==> src/rtl/pc_sequencer.sv <==
// pc_sequencer: fetch-stage program counter with start/done run control,
// stall hold, halt detection and a retired-instruction watchdog.
module pc_sequencer #(
    parameter int D         = 12,
    parameter int CW        = 16,
    parameter int MAX_INSTR = 2**16-1
) (
    input  logic          clk,
    input  logic          rst_n,
    input  logic          start,
    input  logic [D-1:0]  start_addr,
    input  logic [D-1:0]  next_target,
    input  logic          stall,
    input  logic          halt,
    output logic [D-1:0]  prog_ctr,
    output logic          fetch_valid,
    output logic          busy,
    output logic          done,
    output logic          timeout,
    output logic [CW-1:0] instr_count
);
    typedef enum logic [1:0] {IDLE, RUN, DONE} state_t;
    localparam logic [CW-1:0] MAX_C = CW'(MAX_INSTR);
    state_t        state, state_nx;
    logic [CW-1:0] cnt_inc;
    logic          wd_hit;
    assign cnt_inc = instr_count + CW'(1);
    assign wd_hit  = cnt_inc == MAX_C;
    always_ff @(posedge clk or negedge rst_n) begin
        if (!rst_n) state <= IDLE;
        else        state <= state_nx;
    end
    // start is only honoured outside RUN; stall masks both halt and the watchdog
    always_comb begin
        state_nx = state;
        if (state != RUN) state_nx = start ? RUN : state;
        else              state_nx = (!stall && (halt || wd_hit)) ? DONE : RUN;
    end
    always_comb begin
        busy        = state == RUN;
        fetch_valid = state == RUN;
        done        = state == DONE;
    end
    always_ff @(posedge clk or negedge rst_n) begin
        if (!rst_n) begin
            prog_ctr    <= '0;
            instr_count <= '0;
            timeout     <= 1'b0;
        end else if (state != RUN) begin
            if (start) begin
                prog_ctr    <= start_addr;
                instr_count <= '0;
                timeout     <= 1'b0;
            end
        end else if (!stall) begin
            if (halt) begin
                instr_count <= cnt_inc;
                timeout     <= 1'b0;
            end else if (wd_hit) begin
                instr_count <= MAX_C;
                timeout     <= 1'b1;
            end else begin
                prog_ctr    <= next_target;
                instr_count <= cnt_inc;
            end
        end
    end
endmodule

==> config.mk <==
export PLATFORM = sky130hd
export DESIGN_NAME = pc_sequencer
export DESIGN_NICKNAME = d
export VERILOG_FILES = /design/src/rtl/pc_sequencer.sv
export SDC_FILE = /design/constraint.sdc
export NUM_CORES = 1
export LEC_CHECK = 0
export ABC_CLOCK_PERIOD_IN_PS = 3100
export CAP_MARGIN = 20
export CORE_ASPECT_RATIO = 1.25
export CORE_MARGIN = 2
export CORE_UTILIZATION = 55
export DETAILED_ROUTE_END_ITERATION = 10
export DONT_BUFFER_PORTS = 1
export PLACE_DENSITY = 0.76
export SKIP_LAST_GASP = 1
export SYNTH_ARGS = -nofsm -noshare
export SYNTH_HDL_FRONTEND = slang
export SYNTH_SLANG_ARGS = --single-unit
==> constraint.sdc <==
create_clock -name clk -period 3.1 [get_ports clk]
set_clock_uncertainty 0.2 [all_clocks]
set_input_delay 0.465 -clock clk [delete_from_list [all_inputs] [get_ports clk]]
set_output_delay 0.465 -clock clk [all_outputs]
set_load 0.01 [all_outputs]
After elaboration in Yosys (flattened, before gate mapping)
Cells that the tools add are included.
{"block": "op_classes", "addsub": 1, "n_mux": 18, "reduce_logical": 7, "eq_ne": 8}
{"op": "$mux W16", "n": 5}
{"op": "$mux W12", "n": 5}
{"op": "$add A16 B1 Y16 const B", "n": 1}
{"op": "$eq A16 B16 Y1 const B", "n": 1}
{"op": "$ne A2 B1 Y1 const B", "n": 4}
{"op": "$mux W2", "n": 3}
{"op": "$mux W1", "n": 5}
{"op": "$reduce_and A4 Y1", "n": 1}
{"op": "$reduce_and A3 Y1", "n": 1}
{"op": "$reduce_bool A3 Y1", "n": 1}
{"op": "$eq A2 B1 Y1 const B", "n": 1}
{"op": "$eq A2 B2 Y1 const B", "n": 1}
{"op": "$ne A2 B2 Y1 const B", "n": 1}
{"op": "$reduce_and A2 Y1", "n": 1}
{"op": "$logic_and A1 B1 Y1", "n": 1}
{"op": "$logic_not A1 Y1", "n": 1}
{"op": "$logic_or A1 B1 Y1", "n": 1}
{"block": "totals", "word_cells": 38, "output_inout_bits": 32, "in_bits": 29, "ff_bits": 31}

Depth between registers and ports, before layout
{"block": "depth", "word_depth": 6, "depth_mapped": 9, "ltp_nobuf": 7}

Worst setup path after synthesis
No wires, ideal clock.
{"block": "synth_path", "path_kind": "register to register", "startpoint": "register instr_count[1]", "endpoint": "register prog_ctr[0]", "synth_period_minus_slack_ns": 2.555, "setup_time_ns": 0.087, "path_slack_ns": 0.545, "required_time_ns": 2.813, "arrival_time_ns": 2.269, "path_buffers": 2, "path_stages_with_launch": 10, "cell_sequence": "dfrtp_1 -> ha_1 -> buf_2 -> nand3_1 -> nor2_1 -> nand4b_1 -> a32oi_2 -> a211o_1 -> buf_6 -> a211oi_2"}
{"block": "synth_via", "elab_chain_cells": 4}
{"element": "start, declared", "line_no": "20", "text": "output logic [CW-1:0] instr_count"}
{"element": "start signal, assigned", "line_no": "57", "text": "instr_count <= cnt_inc;"}
{"element": "start signal, assigned", "line_no": "64", "text": "instr_count <= cnt_inc;"}
{"element": "$add A16 B1 Y16", "line_no": "27", "text": "assign cnt_inc = instr_count + CW'(1);"}
{"element": "$eq A16 B16 Y1", "line_no": "28", "text": "assign wd_hit = cnt_inc == MAX_C;"}
{"element": "$ne A2 B1 Y1 (no source line)"}
{"element": "$reduce_and A4 Y1 (no source line)"}
{"element": "end signal, assigned", "line_no": "51", "text": "prog_ctr <= start_addr;"}
{"element": "end signal, assigned", "line_no": "63", "text": "prog_ctr <= next_target;"}
{"element": "end, declared", "line_no": "15", "text": "output logic [D-1:0] prog_ctr,"}
No other way between the ends.
A chain may end at the register's enable or synchronous reset.

Worst setup path in the final report
{"block": "layout_path", "startpoint": "register instr_count[4]", "endpoint": "register prog_ctr[10]"}
The elaborated chain is that of the path after synthesis.

==> summary.txt <==
Run
  • Max_cap viols: 0

Floorplanning
  • Starting Density: 0.5816
  • Die area: 4222 sq um
  • DIE WIDTH: 58.52 um
  • Die Span Y: 72.15 um
  • Core area: 3513 sq um
  • I/O Pins: 61
  • Std-Cell Rows: 24

Timing
  • RSZ-0062 raised after global routing: false
  • Max Slew Vio Count: 0
  • Max frequency: 367.0 MHz
  • Worst-Margin Slew: 0.5852 ns
  • Final hold vios: 0
  • Final worst path period share: 0.8790
  • Setup total negative slack: 0 ns
  • Final setup fails: 0
  • Slew headroom: 0.6099
  • Hold Slack: 0.06996 ns
  • Post-route minimum period: 2.725 ns

Synth
  • Post-synthesis xor/xnor area fraction: 0.004287
  • Synth Area in Adders: 0.01225
  • Synthesis warning total: 0
  • Mean post-synth cell area: 8.513 sq um
  • Register area share after synthesis: 0.3797
  • Main area contributors after synthesis: dfrtp_1 (38%), a211oi_2 (6.1%), nor2_1 (6.1%)
  • Synth Cell Area: 2043 sq um
  • Syn_nets: 271
  • Mux cell area share after synthesis: 0.005511
  • Predominant post-synthesis flop cell: dfrtp_1
  • Main combinational cell family by area after synthesis: compound AO/OA/AOI/OAI gates
  • Count of distinct cell types in the synthesized netlist: 49
  • Simple-gate share of the synthesized area: 0.2584
  • Area share of the leading cell type in the synthesized netlist: 0.3797
  • Cells after Synth: 240
  • Synth area leader: dfrtp_1
  • Synth Area in Compound Gates: 0.2848
  • Seq cells post-synth: 31
  • EDFF count, synth: 0
  • Ys async rst share: 1.000

Detailed routing
  • Initial DRT Pass Iterations: 4
  • DRC Markers: 0
  • Metal-1 WL: 2042 um
  • Vias: 1828
  • Avg WL per Cell: 17.64 um
  • Vias per cell: 6.599
  • Post-Route WL: 4885 um
  • 1st-iter DRT viols: 156
  • Met3 routed WL: 358 um
  • Wire length on met2: 2454 um
  • Top sig layer: met4
  • Antenna-violating nets left: 0

Clock tree
  • CTS clk-pin slew, worst paths: 0.06 ns
  • Clock root buffer: clkbuf_8
  • CTS Buf Count: 5
  • Max clock buf depth: 2
  • Clock sinks: 31
  • H-Tree Depth: 2
  • Skew-Pair Late Insertion Delay: 0.28 ns
  • CTS tree: built

Power
  • NetSw: 439.5 uW
  • Clock Power Share: 0.259
  • Flop pwr share: 0.460
  • Pwr/cell area: 562.2 nW/um^2
  • Sw frac: 0.3587
  • Pleak: 0.8182 nW
  • Combinational share of power: 0.281
  • Internal power: 785.9 uW
  • Peak supply drop: 0.4943 mV

Global route
  • Largest net degree at the start of global routing: 34
  • Vias in the first global route: 1828
  • GR Overflow Total: 0
  • GR Util All Layers: 0.2597
  • Initial antenna violation count: 0
  • First-pass GRT wire length: 8487 um

Outcome
  • Status: completed

Cells and area
  • Fin nets: 269
  • Util after Layout: 0.6204
  • Area growth syn-to-layout: 6.675%
  • Antenna diode count: 0
  • Fillers: 313
  • Layout cell share with drive strength beyond 1: 0.1597

Setup path
  • CP endpoint kind: flip-flop
  • Arr. time, crit path: 2.66 ns
  • CP Max Fanout: 12
  • Critical path class: reg -> reg
  • Crit path required time: 3.03 ns
  • Worst setup SP type: flip-flop

Placement
  • PortBufs: 0
  • Post-DP HPWL: 3233 um
  • Placer congestion estimate: 0.8451

Hold path
  • Tightest Hold Check Type: in -> reg
[routing by layer]
metal	up-vias	global-route usage
li1	886	-
met1	858	0.3303
met2	82	0.4145
met3	2	0.08200
met4	0	0.09044
met5	-	0
[sequential cells by signal (all words and copies together) (netlist names)]
name	flops
timeout	1
instr_count	16
state	2
prog_ctr	12
[cell families (layout without fill, tap and decap cells)]
group | after synthesis | count (layout)
buf+inv | 24 | 22
xor+xnor | 1 | 1
fa+ha+maj | 2 | 2
compound gates | 84 | 84
mux | 1 | 1
simple gates | 97 | 97
flops | 31 | 31
[stage by stage]
| stage | worst slack [ns] | power, mW | instances | instance area, sq um |
|---|---|---|---|---|
| 2_1_floorplan | 0.5446 | 0.8284 | 240 | 2043 |
| 3_3_place_gp | 0.4566 | 0.8942 | 268 | 2062 |
| 5_1_grt | 0.2183 | 1.314 | 277 | 2180 |
| 4_1_cts | 0.3919 | 1.236 | 277 | 2180 |
| 3_5_place_dp | 0.3944 | 0.9033 | 268 | 2062 |
| 6_report | 0.3750 | 1.225 | 277 | 2180 |
[synth_stat cells (2+ instances only)]
library cell,instances
nand2_1,12
nand2b_1,4
buf_4,2
nand3b_1,2
a211oi_1,3
buf_2,6
ha_1,2
o22ai_1,3
or3_1,14
inv_1,4
dfrtp_1,31
and2_1,3
o32ai_1,2
nand3_1,5
a211oi_2,10
a21oi_1,22
nand3_2,2
nand4b_1,3
a31oi_1,8
nand4_1,5
o21ai_0,22
o41ai_1,2
nor3_1,2
nor2_1,33
clkbuf_1,11
o31ai_1,3
nor4_2,2
[cell type report]
cell class              count  area [sq um]  area share
flip-flops and latches     31         775.7      0.3559
clock inverters             1         5.005    0.002296
inverters                   4         15.01    0.006889
clock buffers               6         82.58     0.03789
multi-input cells         185          1155      0.5299
well taps                  39         48.80     0.02239
repair buffers             11         97.59     0.04478
[repair_timing]
| item | in CTS | in global routing |
|---|---|---|
| buffers inserted | 0 | 0 |
| endpoints found under the hold margin | 31 | 0 |
| gates resized for setup | 0 | 0 |
| hold buffers | 2 | 0 |
[power groups by stage]
stage | clock [mW] | sequential [mW] | combinational (mW)
CTS | 0.326 | 0.562 | 0.348
global route | 0.355 | 0.572 | 0.387
global placement | 0 | 0.568 | 0.326
floorplan | 0 | 0.562 | 0.267
detailed placement | 0 | 0.570 | 0.334
finish | 0.317 | 0.563 | 0.345
[critical path, cell delays in order (launching register included)]
cell      delay [ns]
dfrtp_1         0.59
nand3_2         0.20
nor4_2          0.33
mux2_2          0.38
a32oi_2         0.19
a211o_1         0.54
a211oi_1        0.15
[layout by cell type (no fill, tap or decap), types with 3 or more instances in the layout]
cell / netlist / final
nand4b_1: 3 / 3
clkbuf_8: 0 / 6
nand4_1: 5 / 5
a211oi_1: 3 / 3
buf_4: 2 / 9
nand2_1: 12 / 12
and2_1: 3 / 3
a31oi_1: 8 / 8
nand2b_1: 4 / 4
nand3_1: 5 / 5
o31ai_1: 3 / 3
nor2_1: 33 / 33
or3_1: 14 / 14
dfrtp_1: 31 / 31
o21ai_0: 22 / 22
a21oi_1: 22 / 22
a211oi_2: 10 / 10
inv_1: 4 / 4
o22ai_1: 3 / 3
[worst paths after layout]
check | startpoint | depth (start not counted) | slack, ns | end
max | instr_count[4] | 6 | 0.38 | prog_ctr[10]
min | halt | 1 | 0.07 | timeout
max reg2reg | instr_count[4] | 6 | 0.38 | prog_ctr[10]
min reg2reg | state[1] | 2 | 0.38 | state[1]
max in group asynchronous | rst_n | 2 | 2.10 | prog_ctr[6]
min in group asynchronous | rst_n | 2 | 0.44 | instr_count[12]
Note: power is estimated with default switching activity, not from simulation.
